`config.mk`:
```
export PLATFORM = sky130hd
export DESIGN_NAME = pe_bitslice_acc_ctrl
export DESIGN_NICKNAME = d
export VERILOG_FILES = /design/src/rtl/pe_ctrl_pkg.sv /design/src/rtl/pe_bitslice_acc_ctrl_step_counter.sv /design/src/rtl/pe_bitslice_acc_ctrl.sv
export SDC_FILE = /design/constraint.sdc
export NUM_CORES = 1
export LEC_CHECK = 0
export CORE_ASPECT_RATIO = 1.1
export CORE_MARGIN = 2
export CORE_UTILIZATION = 56
export CTS_CLUSTER_SIZE = 24
export DETAILED_ROUTE_END_ITERATION = 16
export PLACE_DENSITY = 0.81
export SYNTH_ARGS = -nofsm -noshare
export SYNTH_HDL_FRONTEND = slang
export SYNTH_SLANG_ARGS = --single-unit
```
`constraint.sdc`:
```
create_clock -name clk -period 3.9 [get_ports clk]
set_input_delay 0.39 -clock clk [delete_from_list [all_inputs] [get_ports clk]]
set_output_delay 0.39 -clock clk [all_outputs]
set_load 0.005 [all_outputs]
```
`src/rtl/pe_ctrl_pkg.sv`:
```
// Shared types, default widths and config clamp for the PE bit-slice
// accumulate controller.
package pe_ctrl_pkg;

  typedef enum logic [1:0] {
    S_IDLE = 2'd0,
    S_RUN  = 2'd1,
    S_DONE = 2'd2
  } state_e;

  localparam int SLICE_BITS     = 2;
  localparam int SUM_W_DEF      = 10;
  localparam int ACC_W_DEF      = 24;
  localparam int MAX_SLICES_DEF = 4;

  function automatic logic [2:0] clamp_slices(
    input logic [2:0] c,
    input logic [2:0] max_s
  );
    if (c == 3'd0) return 3'd1;
    if (c > max_s) return max_s;
    return c;
  endfunction

endpackage

```
`src/rtl/pe_bitslice_acc_ctrl_step_counter.sv`:
```
// Nested a/w/chunk step counter; a-slice innermost, chunk outermost.
// Wraps to all-zero after the last step.
module pe_step_counter
  import pe_ctrl_pkg::*;
#(
  parameter int CHUNK_W = 8
) (
  input  logic                  clk,
  input  logic                  rst_n,
  input  logic                  clr,
  input  logic                  en,
  input  logic [2:0]            a_n,
  input  logic [2:0]            w_n,
  input  logic [CHUNK_W-1:0]    ch_n,
  output logic [SLICE_BITS-1:0] sel_a,
  output logic [SLICE_BITS-1:0] sel_w,
  output logic [CHUNK_W-1:0]    chunk_idx,
  output logic                  last_step
);

  logic [SLICE_BITS-1:0] a_q, a_d;
  logic [SLICE_BITS-1:0] w_q, w_d;
  logic [CHUNK_W-1:0]    c_q, c_d;
  logic                  a_last, w_last, c_last;

  always_comb begin
    a_last    = ({1'b0, a_q} == (a_n - 3'd1));
    w_last    = ({1'b0, w_q} == (w_n - 3'd1));
    c_last    = (c_q == (ch_n - CHUNK_W'(1)));
    last_step = a_last && w_last && c_last;
    a_d = a_q;
    w_d = w_q;
    c_d = c_q;
    if (clr) begin
      a_d = '0;
      w_d = '0;
      c_d = '0;
    end else if (en) begin
      if (a_last) begin
        a_d = '0;
        if (w_last) begin
          w_d = '0;
          c_d = c_last ? '0 : c_q + CHUNK_W'(1);
        end else begin
          w_d = w_q + SLICE_BITS'(1);
        end
      end else begin
        a_d = a_q + SLICE_BITS'(1);
      end
    end
  end

  always_ff @(posedge clk) begin
    if (!rst_n) begin
      a_q <= '0;
      w_q <= '0;
      c_q <= '0;
    end else begin
      a_q <= a_d;
      w_q <= w_d;
      c_q <= c_d;
    end
  end

  assign sel_a     = a_q;
  assign sel_w     = w_q;
  assign chunk_idx = c_q;

endmodule

```
`src/rtl/pe_bitslice_acc_ctrl.sv`:
```
// Bit-slice dot-product sequencer: steps slices/chunks, shifts and sums
// pe_sum. Define PE_ACC_SAT_EN for a saturating accumulator + acc_sat.
module pe_bitslice_acc_ctrl
  import pe_ctrl_pkg::*;
#(
  parameter int SUM_W      = SUM_W_DEF,
  parameter int ACC_W      = ACC_W_DEF,
  parameter int MAX_SLICES = MAX_SLICES_DEF,
  parameter int CHUNK_W    = 8
) (
  input  logic               clk,
  input  logic               rst_n,
  input  logic               start,
  output logic               start_ready,
  input  logic [2:0]         cfg_a_slices,
  input  logic [2:0]         cfg_w_slices,
  input  logic [CHUNK_W-1:0] cfg_chunks,
  input  logic [SUM_W-1:0]   pe_sum,
  output logic [1:0]         sel_a_slice,
  output logic [1:0]         sel_w_slice,
  output logic [CHUNK_W-1:0] chunk_idx,
  output logic               step_valid,
  output logic [ACC_W-1:0]   result,
  output logic               result_valid,
  input  logic               result_ready
`ifdef PE_ACC_SAT_EN
  ,
  output logic               acc_sat
`endif
);

  state_e             state_q, state_d;
  logic [ACC_W-1:0]   acc_q, acc_d, acc_next;
  logic [ACC_W-1:0]   result_q, result_d;
  logic               rv_q, rv_d;
  logic               sv_q, sv_d;
  logic               sr_q, sr_d;
  logic [2:0]         a_n_q, a_n_d;
  logic [2:0]         w_n_q, w_n_d;
  logic [CHUNK_W-1:0] ch_n_q, ch_n_d;
  logic               clr, en, last_step;
  logic [3:0]         shamt;
  logic               ovf;

  pe_step_counter #(
    .CHUNK_W (CHUNK_W)
  ) u_cnt (
    .clk       (clk),
    .rst_n     (rst_n),
    .clr       (clr),
    .en        (en),
    .a_n       (a_n_q),
    .w_n       (w_n_q),
    .ch_n      (ch_n_q),
    .sel_a     (sel_a_slice),
    .sel_w     (sel_w_slice),
    .chunk_idx (chunk_idx),
    .last_step (last_step)
  );

  assign shamt = {1'b0, sel_a_slice} + {1'b0, sel_w_slice};

`ifdef PE_ACC_SAT_EN
  // Wide enough that neither the shifted term nor the sum can overflow.
  localparam int SH_MAX = 2 * SLICE_BITS * (MAX_SLICES - 1);
  localparam int EXT_W  =
    ((ACC_W > SUM_W + SH_MAX) ? ACC_W : SUM_W + SH_MAX) + 1;
  localparam logic signed [EXT_W-1:0] ACC_MAX =
    (EXT_W'(1) <<< (ACC_W - 1)) - EXT_W'(1);
  localparam logic signed [EXT_W-1:0] ACC_MIN =
    -(EXT_W'(1) <<< (ACC_W - 1));

  logic signed [EXT_W-1:0] term_x, sum_x;
  logic                    sat_q, sat_d;

  always_comb begin
    term_x = EXT_W'($signed(pe_sum)) <<< {shamt, 1'b0};
    sum_x  = EXT_W'($signed(acc_q)) + term_x;
    ovf    = 1'b0;
    if (sum_x > ACC_MAX) begin
      acc_next = ACC_MAX[ACC_W-1:0];
      ovf      = 1'b1;
    end else if (sum_x < ACC_MIN) begin
      acc_next = ACC_MIN[ACC_W-1:0];
      ovf      = 1'b1;
    end else begin
      acc_next = sum_x[ACC_W-1:0];
    end
  end

  assign acc_sat = sat_q;
`else
  logic [ACC_W-1:0] term_w;

  always_comb begin
    term_w = {{(ACC_W-SUM_W){pe_sum[SUM_W-1]}}, pe_sum} << {shamt, 1'b0};
    acc_next = acc_q + term_w;
    ovf      = 1'b0;
  end
`endif

  always_comb begin
    state_d  = state_q;
    acc_d    = acc_q;
    result_d = result_q;
    a_n_d    = a_n_q;
    w_n_d    = w_n_q;
    ch_n_d   = ch_n_q;
    clr      = 1'b0;
    en       = 1'b0;
`ifdef PE_ACC_SAT_EN
    sat_d    = sat_q;
`endif
    unique case (state_q)
      S_IDLE: begin
        if (start) begin
          state_d = S_RUN;
          acc_d   = '0;
          clr     = 1'b1;
          a_n_d   = clamp_slices(cfg_a_slices, 3'(MAX_SLICES));
          w_n_d   = clamp_slices(cfg_w_slices, 3'(MAX_SLICES));
          ch_n_d  = (cfg_chunks == '0) ? CHUNK_W'(1) : cfg_chunks;
`ifdef PE_ACC_SAT_EN
          sat_d   = 1'b0;
`endif
        end
      end
      S_RUN: begin
        en    = 1'b1;
        acc_d = acc_next;
`ifdef PE_ACC_SAT_EN
        sat_d = sat_q | ovf;
`endif
        if (last_step) begin
          state_d  = S_DONE;
          result_d = acc_next;
        end
      end
      S_DONE: begin
        if (result_ready) state_d = S_IDLE;
      end
      default: state_d = S_IDLE;
    endcase
    sv_d = (state_d == S_RUN);
    rv_d = (state_d == S_DONE);
    sr_d = (state_d == S_IDLE);
  end

  always_ff @(posedge clk) begin
    if (!rst_n) begin
      state_q  <= S_IDLE;
      acc_q    <= '0;
      result_q <= '0;
      rv_q     <= 1'b0;
      sv_q     <= 1'b0;
      sr_q     <= 1'b1;
      a_n_q    <= 3'd1;
      w_n_q    <= 3'd1;
      ch_n_q   <= CHUNK_W'(1);
`ifdef PE_ACC_SAT_EN
      sat_q    <= 1'b0;
`endif
    end else begin
      state_q  <= state_d;
      acc_q    <= acc_d;
      result_q <= result_d;
      rv_q     <= rv_d;
      sv_q     <= sv_d;
      sr_q     <= sr_d;
      a_n_q    <= a_n_d;
      w_n_q    <= w_n_d;
      ch_n_q   <= ch_n_d;
`ifdef PE_ACC_SAT_EN
      sat_q    <= sat_d;
`endif
    end
  end

  assign start_ready  = sr_q;
  assign step_valid   = sv_q;
  assign result_valid = rv_q;
  assign result       = result_q;

  logic unused_ovf;
  assign unused_ovf = ovf;

endmodule

```
==> metrics, run 1 <==
status=finished clean; most common flop cell mapped by yosys=sky130_fd_sc_hd__dfxtp_1; number of vias in the routed layout=4759; Hold-fix buffers, CTS=0; internal reg-to-reg setup slack=200 ps; Detailed Place HPWL=10290 µm; share of final-layout standard cells stronger than drive strength 1=0.07849; final antenna-violating net count=0; number of warnings reported in the yosys synthesis log=0; setup violators final=0; clock input transition at the sequential cells of the worst setup and hold paths=80 ps; endpoint required time on the critical path=4140 ps; overflow left after global routing=0; Slew Limit Headroom=0.4865; Worst path max stage delay=530 ps; maximum clock insertion buffer count=2; cell with the biggest individual delay on the critical path=sky130_fd_sc_hd__fa_1; type of element launching the critical path=flop; Final Total Pwr=2.200 mW; Hold Worst Slack=458.3 ps; number of enable-type register cells in the synthesized netlist=0; Yosys top cell area share=0.3187; cell area power density=369.4 mW/mm²; Worst Path Max Fanout=14; clock tree from TritonCTS=built; WL final=13970 µm; ratio of routed vias to standard cells=5.934; main area contributors after synthesis=sky130_fd_sc_hd__dfxtp_1, sky130_fd_sc_hd__ha_1, sky130_fd_sc_hd__nand2_1; Synth async-reset ratio=0; final weighted congestion in routability-driven placement=0.9722; Die W=93.76 µm; proportion of synthesized chip area in sequential cells=0.3187; signed area change from the synthesized netlist to the final layout=20.02%; number of global-route vias before repair=4500; number of nets at the end of the flow=742; slew at the pin closest to its max-slew limit=766.8 ps; number of nets in the synthesized netlist=687; Max Slew Vio Count=0; unrepaired setup endpoints after global routing=yes; average cell area after synthesis=7.889 µm²; hold violation count in the final report=0; Inserted Clock Buffers=9; ordered cell list for the critical path=ha_1, inv_1, fa_1, buf_4, nor2_1, a22oi_1, nor2_1, ha_1, a21oi_2, nand2_1, o211ai_1, o211ai_1, a221oi_2, xor2_1, o21ai_0; count of input and output buffers=66; worst min-delay path category=flop to flop; gr usage total=0.2916; flip-flop and latch count after synthesis=79; setup slack after placement=97.30 ps; # DRC=0; leakage power figure=2.329 nW; Layout Skew=11.51 ps; critical path class=flop to flop; Fillers=762; total core area=0.008738 mm²; first-pass GRT wire length=21830 µm; post-route setup slack=201.7 ps; per-cell routed wire length=17.42 µm; number of detailed-routing iterations run before antenna repair=5; Synth area leader=sky130_fd_sc_hd__dfxtp_1; worst supply voltage drop on vdd=0.1902 mV; maximum number of pins on one net before global-route repair=40; Die H=102.7 µm; Mapped Area=0.004962 mm²; endpoint arrival time on the critical path=3940 ps; share of the clock period used by the worst path after layout=0.9483; count of standard-cell rows=36; number of levels the H-tree was split into=3; min cycle time layout=3698 ps; critical path capture point type=flop; TritonCTS Sinks=79; initial standard-cell utilization of the core=0.5679; Total Die Area=0.009631 mm²; clock insertion delay at the later pin of the skew report=360 ps; maximum capacitance violations=0; Cells after Synth=629; CTS root buffer=sky130_fd_sc_hd__clkbuf_8; starting DRC count in detailed routing=272; Distinct cells, synth=59; highest clock frequency the design can meet=0.2704 GHz; number of top-level pins=67; ANT cells=0; initial antenna violation count=0
==> report_power, final <==
part | internal [mW] | switching (mW)
logic | 0.264 | 0.388
clock network | 0.358 | 0.308
registers | 0.848 | 0.0340
==> path summary, 6_finish.rpt <==
kind | startpoint | to | cells past startpoint
max | u_cnt.sel_a[0] | result[21] | 15
min | result[16] | result[16] | 2
max reg2reg | u_cnt.sel_a[0] | result[21] | 15
min reg2reg | result[16] | result[16] | 2
==> cells by family after synthesis <==
family                   after synthesis  synth area share
AO/OA/AOI/OAI                        168            0.2184
buffers and inverters                 50           0.04715
adder cells (fa/ha/maj)               30           0.07867
AND/OR/NAND/NOR                      245            0.2302
flip-flops                            79            0.3187
multiplexers                          18           0.03808
XOR/XNOR                              39           0.06883
==> stage by stage <==
stage                       util  cell area, µm²  TNS [ps]  cells
after floorplan                -            4962         0    629
after global placement    0.6505            5684         0    787
after detailed placement  0.6505            5684         0    787
after CTS                 0.6747            5896         0    802
after global routing      0.6816            5956    -87.54    802
final                     0.6816            5956         0    802
==> critical path: cells and delay by family, from the launching register on <==
kind,cells,cell delay [ps]
flops,1,340
xor+xnor,1,210
simple gates,3,320
fa+ha+maj,3,1030
compound gates,6,1420
buf+inv,2,250
==> sequential cells by signal, summed over array words and instances, names as in the netlist <==
name,flops
a_n_q,3
acc_q,24
ch_n_q,8
result,24
result_valid,1
start_ready,1
state_q,2
step_valid,1
u_cnt.chunk_idx,8
u_cnt.sel_a,2
u_cnt.sel_w,2
w_n_q,3
==> cells in the mapped netlist (all sizes together) (11+ instances only) <==
| master | count |
|---|---|
| a21oi | 49 |
| a22oi | 18 |
| a32oi | 11 |
| buf | 14 |
| clkbuf | 20 |
| dfxtp | 79 |
| ha | 28 |
| inv | 16 |
| mux2i | 11 |
| nand2 | 86 |
| nand3 | 20 |
| nor2 | 76 |
| nor3 | 11 |
| o21ai | 41 |
| xnor2 | 16 |
| xor2 | 23 |
==> cell type report <==
type,instances,area (µm²),area share
clock buffers,10,127.6,0.02143
repair buffers,78,750.7,0.1261
inverters,16,60.06,0.01008
clock inverters,5,83.83,0.01408
flip-flops and latches,79,1583,0.2658
multi-input cells,500,3208,0.5387
well taps,114,142.6,0.02395
==> cells in the final DEF (no fill, tap or decap), drive strengths merged, types with 3 or more instances in the layout <==
cell type,Yosys,final
nor2,76,76
o211ai,5,5
nand3,20,20
o311ai,4,4
and2,6,6
clkdlybuf4s50,0,66
nand2,86,86
nand4,7,7
ha,28,28
inv,16,16
buf,14,12
nor3,11,11
a22oi,18,18
nor2b,10,10
a31oi,3,3
a21o,7,7
nor3b,3,3
dfxtp,79,79
nand2b,4,4
or3,3,3
mux2i,11,11
clkbuf,20,10
xnor2,16,16
xor2,23,23
o21ai,41,41
a32oi,11,11
o21bai,4,4
a211oi,6,6
a221oi,3,3
nand3b,5,5
a41oi,3,3
a21oi,49,49
and3,6,6
o21a,4,4
mux2,7,7
==> repair_timing <==
item	in CTS	in global routing
endpoints found under the setup margin	0	13
resized for setup	0	17
buffers inserted	0	0
==> metal layers <==
| layer | GRT usage | vias to the layer above | part of all wire |
|---|---|---|---|
| li1 | - | 2353 | - |
| met2 | 0.5055 | 146 | 0.49 |
| met4 | 0.1093 | 0 | 0.020 |
| met3 | 0.04825 | 18 | 0.051 |
| met5 | 0 | - | 0 |
| met1 | 0.3657 | 2242 | 0.44 |
No activity file was read; power rests on OpenSTA's default activity.
==> run 2: changes to the inputs <==
- PLACE_DENSITY: 0.81 -> 0.87
==> run 2 against run 1 <==
  * Cell area is 0.34% lower
  * Global-route usage is 0.62 points lower
  * Clock power is 6.6% higher
  * Maximum frequency is 0.58% higher
  * Flip-flop and latch count stayed put
  * Critical path depth is 1 lower
  * First-iteration DRC count is 3.3% lower
  * Sequential power hardly changed
  * Combinational power is 1% lower
  * Utilization is 0.23 points lower
  * Hold slack better by 5.4 ps
==> metrics, run 2 (synthesis results as in run 1) <==
status=finished clean; most common library cell in the layout ignoring fill and taps=sky130_fd_sc_hd__nand2_1; initial standard-cell utilization of the core=0.5679 (unchanged); setup violators final=0 (unchanged); post-route setup slack=223.0 ps (+21.30 ps); Layout Skew=8.127 ps (-3.383 ps); number of top-level pins=67 (unchanged); kind of cell adding the most delay to the critical path=adder cells; number of buffers inserted to repair setup after CTS=0 (unchanged); CTS root buffer=sky130_fd_sc_hd__clkbuf_8; Die W=93.76 µm (unchanged); number of levels the H-tree was split into=3 (unchanged); WL final=13600 µm (-2.6%); cell with the biggest individual delay on the critical path=sky130_fd_sc_hd__ha_2; count of standard-cell rows=36 (unchanged); starting DRC count in detailed routing=263 (-3.3%); total core area=0.008738 mm² (unchanged); Total Die Area=0.009631 mm² (unchanged); gr usage total=0.2854 (-0.006175); ordered cell list for the critical path=ha_1, inv_1, fa_1, buf_4, o21ai_0, o21ai_0, ha_2, nand2_1, nor2_1, nand3_1, a2111oi_4, nor3_2, or3_1, a31oi_1; setup slack after placement=144.2 ps (+46.87 ps); signed area change from the synthesized netlist to the final layout=19.62%; count of input and output buffers=66 (unchanged); min cycle time layout=3677 ps (-21.30 ps); slew at the pin closest to its max-slew limit=739.3 ps (-27.45 ps); Die H=102.7 µm (unchanged); Bufs and invs on worst path=2 (unchanged); cell repeated most along the worst path=sky130_fd_sc_hd__o21ai_0; highest-count cells in the layout ignoring fill and taps=sky130_fd_sc_hd__nand2_1, sky130_fd_sc_hd__dfxtp_1, sky130_fd_sc_hd__nor2_1, sky130_fd_sc_hd__clkdlybuf4s50_1, sky130_fd_sc_hd__a21oi_1; initial antenna violation count=0 (unchanged); leakage power figure=2.326 nW (-0.13%); type of element launching the critical path=flop; final antenna-violating net count=0 (unchanged); final weighted congestion in routability-driven placement=0.9499 (-2.3%); clock insertion delay at the later pin of the skew report=370 ps (about the same); Inserted Clock Buffers=9 (unchanged); unrepaired setup endpoints after global routing=no; number of nets at the end of the flow=740 (-0.27%); overflow left after global routing=0 (unchanged); worst supply voltage drop on vdd=0.2050 mV (+7.7%); maximum clock insertion buffer count=2 (unchanged); number of detailed-routing iterations run before antenna repair=5 (unchanged); number of vias in the routed layout=4823 (+1.3%); ANT cells=0 (unchanged); Max Slew Vio Count=0 (unchanged); cell area power density=376.7 mW/mm² (+2.0%); critical path capture point type=flop; maximum number of pins on one net before global-route repair=46 (+15%); highest clock frequency the design can meet=0.2720 GHz (+0.58%); clock tree from TritonCTS=built; first-pass GRT wire length=21790 µm (-0.19%); clock input transition at the sequential cells of the worst setup and hold paths=80 ps (about the same); maximum capacitance violations=0 (unchanged); endpoint required time on the critical path=4200 ps (+60 ps); worst min-delay path category=flop to flop; Detailed Place HPWL=10130 µm (-1.5%); per-cell routed wire length=16.98 µm (-2.5%); share of the clock period used by the worst path after layout=0.9428 (-0.005461); hold violation count in the final report=0 (unchanged); setup tns final=0 ps (unchanged); critical path class=flop to flop; TritonCTS Sinks=79 (unchanged); endpoint arrival time on the critical path=3980 ps (+40 ps); number of global-route vias before repair=4589 (+2.0%); ratio of routed vias to standard cells=6.021 (+1.5%); Worst Path Max Fanout=14 (unchanged); Slew Limit Headroom=0.5049 (+0.01838); # DRC=0 (unchanged); Worst path max stage delay=450 ps (-80 ps); share of final-layout standard cells stronger than drive strength 1=0.06987 (-0.008619)
[run 2: cell count changes in the layout (fill, tap and decap cells not counted), moves of 2 or more]
| cell | previous run | this run |
|---|---|---|
| sky130_fd_sc_hd__a21oi_1 | 47 | 49 |
| sky130_fd_sc_hd__a21oi_2 | 2 | 0 |
| sky130_fd_sc_hd__a221oi_1 | 0 | 3 |
| sky130_fd_sc_hd__a221oi_2 | 3 | 0 |
| sky130_fd_sc_hd__buf_4 | 12 | 10 |
| sky130_fd_sc_hd__clkbuf_8 | 9 | 11 |
[run 2: final timing paths]
| kind | start | end | slack (ps) | cells after the start |
|---|---|---|---|---|
| worst max register to register | u_cnt.sel_a[0] | result[23] | 220 | 14 |
| worst max-delay path | u_cnt.sel_a[0] | result[23] | 220 | 14 |
| worst min-delay path | result[16] | result[16] | 460 | 2 |
| worst min register to register | result[16] | result[16] | 460 | 2 |
[run 2: tightest hold or removal path, cell delays in order, from the launching register on]
cell and delay [ps]:
sky130_fd_sc_hd__dfxtp_1 320, sky130_fd_sc_hd__nand2_1 50, sky130_fd_sc_hd__a21oi_1 50
[run 2: layout make-up]
| type | count | area (µm²) |
|---|---|---|
| clock inverter | 4 | 76.32 |
| sequential | 79 | 1582 |
| inverter | 16 | 60.06 |
| multi-input combinational | 500 | 3184 |
| fill | 725 | 2803 |
| timing repair buffer | 76 | 735.7 |
| tap | 114 | 142.6 |
| clock buffer | 12 | 155.1 |
[run 2: per-layer routing]
layer	vias up	share of wire	GRT usage	routed length (µm)
met5	-	0	0	0
met4	0	0.018	0.09253	248
met3	21	0.054	0.05190	738
met2	161	0.50	0.5110	6770
met1	2285	0.43	0.3476	5846
li1	2356	-	-	-
[run 2: stage by stage]
stage          power, mW  area (µm²)  utilization  instances  hold WS (ps)
6_report           2.236        5936       0.6793        801         463.7
5_1_grt            2.346        5936       0.6793        801         480.3
4_1_cts            2.226        5901       0.6753        801         464.6
3_5_place_dp       1.518        5669       0.6488        785         449.8
3_3_place_gp       1.499        5669       0.6488        785         440.3
2_1_floorplan      1.346        4962            -        629         431.5
[run 2: power by group]
group / leakage (nW) / switching (mW) / internal, mW
clock: 0.113 / 0.312 / 0.398
combinational: 1.57 / 0.384 / 0.261
sequential: 0.643 / 0.0333 / 0.848
[run 2: repair_timing]
item	CTS	global route
hold buffers	0	0
setup endpoints to repair	0	11
gates resized for setup	0	11
==> run 3: changes to the inputs <==
- RECOVER_POWER: default -> 50
==> run 3 against run 2 <==
  * Critical path depth did not move
  * Critical path type unchanged
  * First-iteration DRC count up 9.9%
  * Cell count did not move
  * Utilization down 0.14 points
  * Sequential share of layout area grew 0.056 points
  * Highest routed layer unchanged
  * Non-clock buffer count is the same
  * Clock power down 0.6%
  * Flip-flop and latch count unchanged
==> metrics, run 3 (synthesis results as in run 1) <==
WHS Endpoint=result[16]; highest clock frequency the design can meet=0.2715 GHz (-0.16%); highest-count cells in the layout ignoring fill and taps=sky130_fd_sc_hd__nand2_1, sky130_fd_sc_hd__dfxtp_1, sky130_fd_sc_hd__nor2_1, sky130_fd_sc_hd__a21oi_1, sky130_fd_sc_hd__dlygate4sd3_1; critical path class=flop to flop; Slew Limit Headroom=0.2761 (-0.2288); count of standard-cell rows=36 (unchanged); number of vias in the routed layout=4833 (+0.21%); RR Startpoint=u_cnt.sel_a[1]; count of input and output buffers=66 (unchanged); maximum capacitance violations=0 (unchanged); worst min-delay path category=flop to flop; setup violators final=0 (unchanged); number of levels the H-tree was split into=3 (unchanged); Fillers=728 (+0.41%); slew at the pin closest to its max-slew limit=1086 ps (+346.5 ps); capture point of the worst reg-to-reg path=result[23]; Final Total Pwr=2.226 mW (-0.45%); number of detailed-routing iterations run before antenna repair=5 (unchanged); Total Die Area=0.009631 mm² (unchanged); starting DRC count in detailed routing=289 (+9.9%); final std cells w/o fill=801 (unchanged); total core area=0.008738 mm² (unchanged); post-route setup slack=217.2 ps (-5.791 ps); Layout Skew=7.161 ps (-0.9659 ps); maximum clock insertion buffer count=2 (unchanged); TritonCTS Sinks=79 (unchanged); Die W=93.76 µm (unchanged); CTS root buffer=sky130_fd_sc_hd__clkbuf_8; signed area change from the synthesized netlist to the final layout=19.36%; status=finished clean; share of final-layout standard cells stronger than drive strength 1=0.06550 (-0.004367); Clock power frac=0.317 (about the same); power share of the sequential group=0.396 (+0.002); setup slack after placement=144.2 ps (unchanged); clock tree from TritonCTS=built; number of nets at the end of the flow=740 (unchanged); leakage power figure=2.446 nW (+5.2%); critical path capture point type=flop; initial antenna violation count=0 (unchanged); maximum number of pins on one net before global-route repair=46 (unchanged); Max Slew Vio Count=0 (unchanged); Inserted Clock Buffers=9 (unchanged); hold violation count in the final report=0 (unchanged); clock insertion delay at the later pin of the skew report=370 ps (about the same); Worst Reg2Reg Path Length in Cells=14 (unchanged); final weighted congestion in routability-driven placement=0.9499 (unchanged); internal reg-to-reg setup slack=220 ps (about the same); endpoint arrival time on the critical path=3980 ps (about the same); setup tns final=0 ps (unchanged); number of global-route vias before repair=4589 (unchanged); endpoint required time on the critical path=4200 ps (about the same); power dissipated by switching net loads=0.7246 mW (-0.69%); combinational share of power=0.287 (about the same); share of total power consumed by net switching=0.3255 (-0.0007973); post-placement cell area=0.005669 mm² (unchanged); initial standard-cell utilization of the core=0.5679 (unchanged); unrepaired setup endpoints after global routing=no; number of placed instances with taps included=785 (unchanged); startpoint of the lowest-slack hold path=result[16]; worst hold path cell count=2 (unchanged); per-cell routed wire length=16.97 µm (-0.11%); P_int=1.502 mW (-0.33%); # DRC=0 (unchanged); Worst Path Max Fanout=14 (unchanged); number of top-level pins=67 (unchanged); type of element launching the critical path=flop; gr usage total=0.2854 (unchanged); share of the clock period used by the worst path after layout=0.9443 (+0.001485); Hold-fix buffers, CTS=0 (unchanged); Die H=102.7 µm (unchanged); most common library cell in the layout ignoring fill and taps=sky130_fd_sc_hd__nand2_1; final antenna-violating net count=0 (unchanged); Detailed Place HPWL=10130 µm (unchanged); cell area power density=375.9 mW/mm² (-0.24%); final core area utilization=0.6778 (-0.001432); ratio of routed vias to standard cells=6.034 (+0.21%); WL final=13590 µm (-0.11%); min cycle time layout=3683 ps (+5.791 ps); final instance area=0.005923 mm² (-0.21%); ANT cells=0 (unchanged); clock input transition at the sequential cells of the worst setup and hold paths=80 ps (about the same); Hold Worst Slack=458.5 ps (-5.217 ps); worst supply voltage drop on vdd=0.2046 mV (-0.18%); first-pass GRT wire length=21790 µm (unchanged); overflow left after global routing=0 (unchanged)
## run 3: cell types whose count changed in the layout (fill, tap and decap cells not counted)
| cell | change |
|---|---|
| sky130_fd_sc_hd__buf_4 | -2 |
| sky130_fd_sc_hd__clkbuf_1 | +2 |
| sky130_fd_sc_hd__clkdlybuf4s50_1 | -40 |
| sky130_fd_sc_hd__dlygate4sd3_1 | +40 |
| sky130_fd_sc_hd__nor3_1 | +1 |
| sky130_fd_sc_hd__nor3_2 | -1 |
## run 3: layer usage
metal | global-route usage | up-vias | share of wire
met1 | 0.3476 | 2289 | 0.43
met4 | 0.09253 | 0 | 0.023
met2 | 0.5110 | 160 | 0.50
li1 | - | 2353 | -
met3 | 0.05190 | 31 | 0.057
met5 | 0 | - | 0
## run 3: layout make-up
cell class / count / area (µm²) / share of cell area
clock buffers: 12 / 155.1 / 0.02619
clock inverters: 4 / 76.32 / 0.01289
inverters: 16 / 60.06 / 0.01014
multi-input cells: 500 / 3179 / 0.5368
flip-flops and latches: 79 / 1582 / 0.2670
well taps: 114 / 142.6 / 0.02408
repair buffers: 76 / 728.2 / 0.1229
## run 3: worst max-delay path by stage
stage                              start         end  cells after the start
after floorplan           u_cnt.sel_w[0]  result[22]                     14
after global placement    u_cnt.sel_w[0]  result[23]                     12
after detailed placement  u_cnt.sel_a[1]  result[23]                     14
after CTS                 u_cnt.sel_a[1]  result[23]                     14
after global routing      u_cnt.sel_a[1]  result[18]                     14
final                     u_cnt.sel_a[1]  result[23]                     14
## run 3: worst max-delay path: stages (launching register included)
cell and delay (ps):
sky130_fd_sc_hd__dfxtp_1 400, sky130_fd_sc_hd__inv_1 80, sky130_fd_sc_hd__fa_1 580, sky130_fd_sc_hd__buf_4 200, sky130_fd_sc_hd__nor2_1 80, sky130_fd_sc_hd__a22oi_1 200
sky130_fd_sc_hd__nor2_1 90, sky130_fd_sc_hd__ha_1 360, sky130_fd_sc_hd__nand2_1 150, sky130_fd_sc_hd__nor3b_4 310, sky130_fd_sc_hd__o21ai_2 140, sky130_fd_sc_hd__a2111oi_4 440
sky130_fd_sc_hd__nor3_2 110, sky130_fd_sc_hd__or3_1 310, sky130_fd_sc_hd__a31oi_1 150
## run 3: power groups by stage
stage               Combinational, mW  Sequential (mW)  Clock [mW]
finish                          0.640            0.881       0.706
global route                    0.702            0.886       0.752
CTS                             0.625            0.880       0.721
detailed placement              0.620            0.898           0
global placement                0.603            0.897           0
floorplan                       0.455            0.891           0
## run 3: what timing repair did
item,in CTS,in global routing
setup buffers,0,0
endpoints found under the setup margin,0,11
resized for setup,0,11
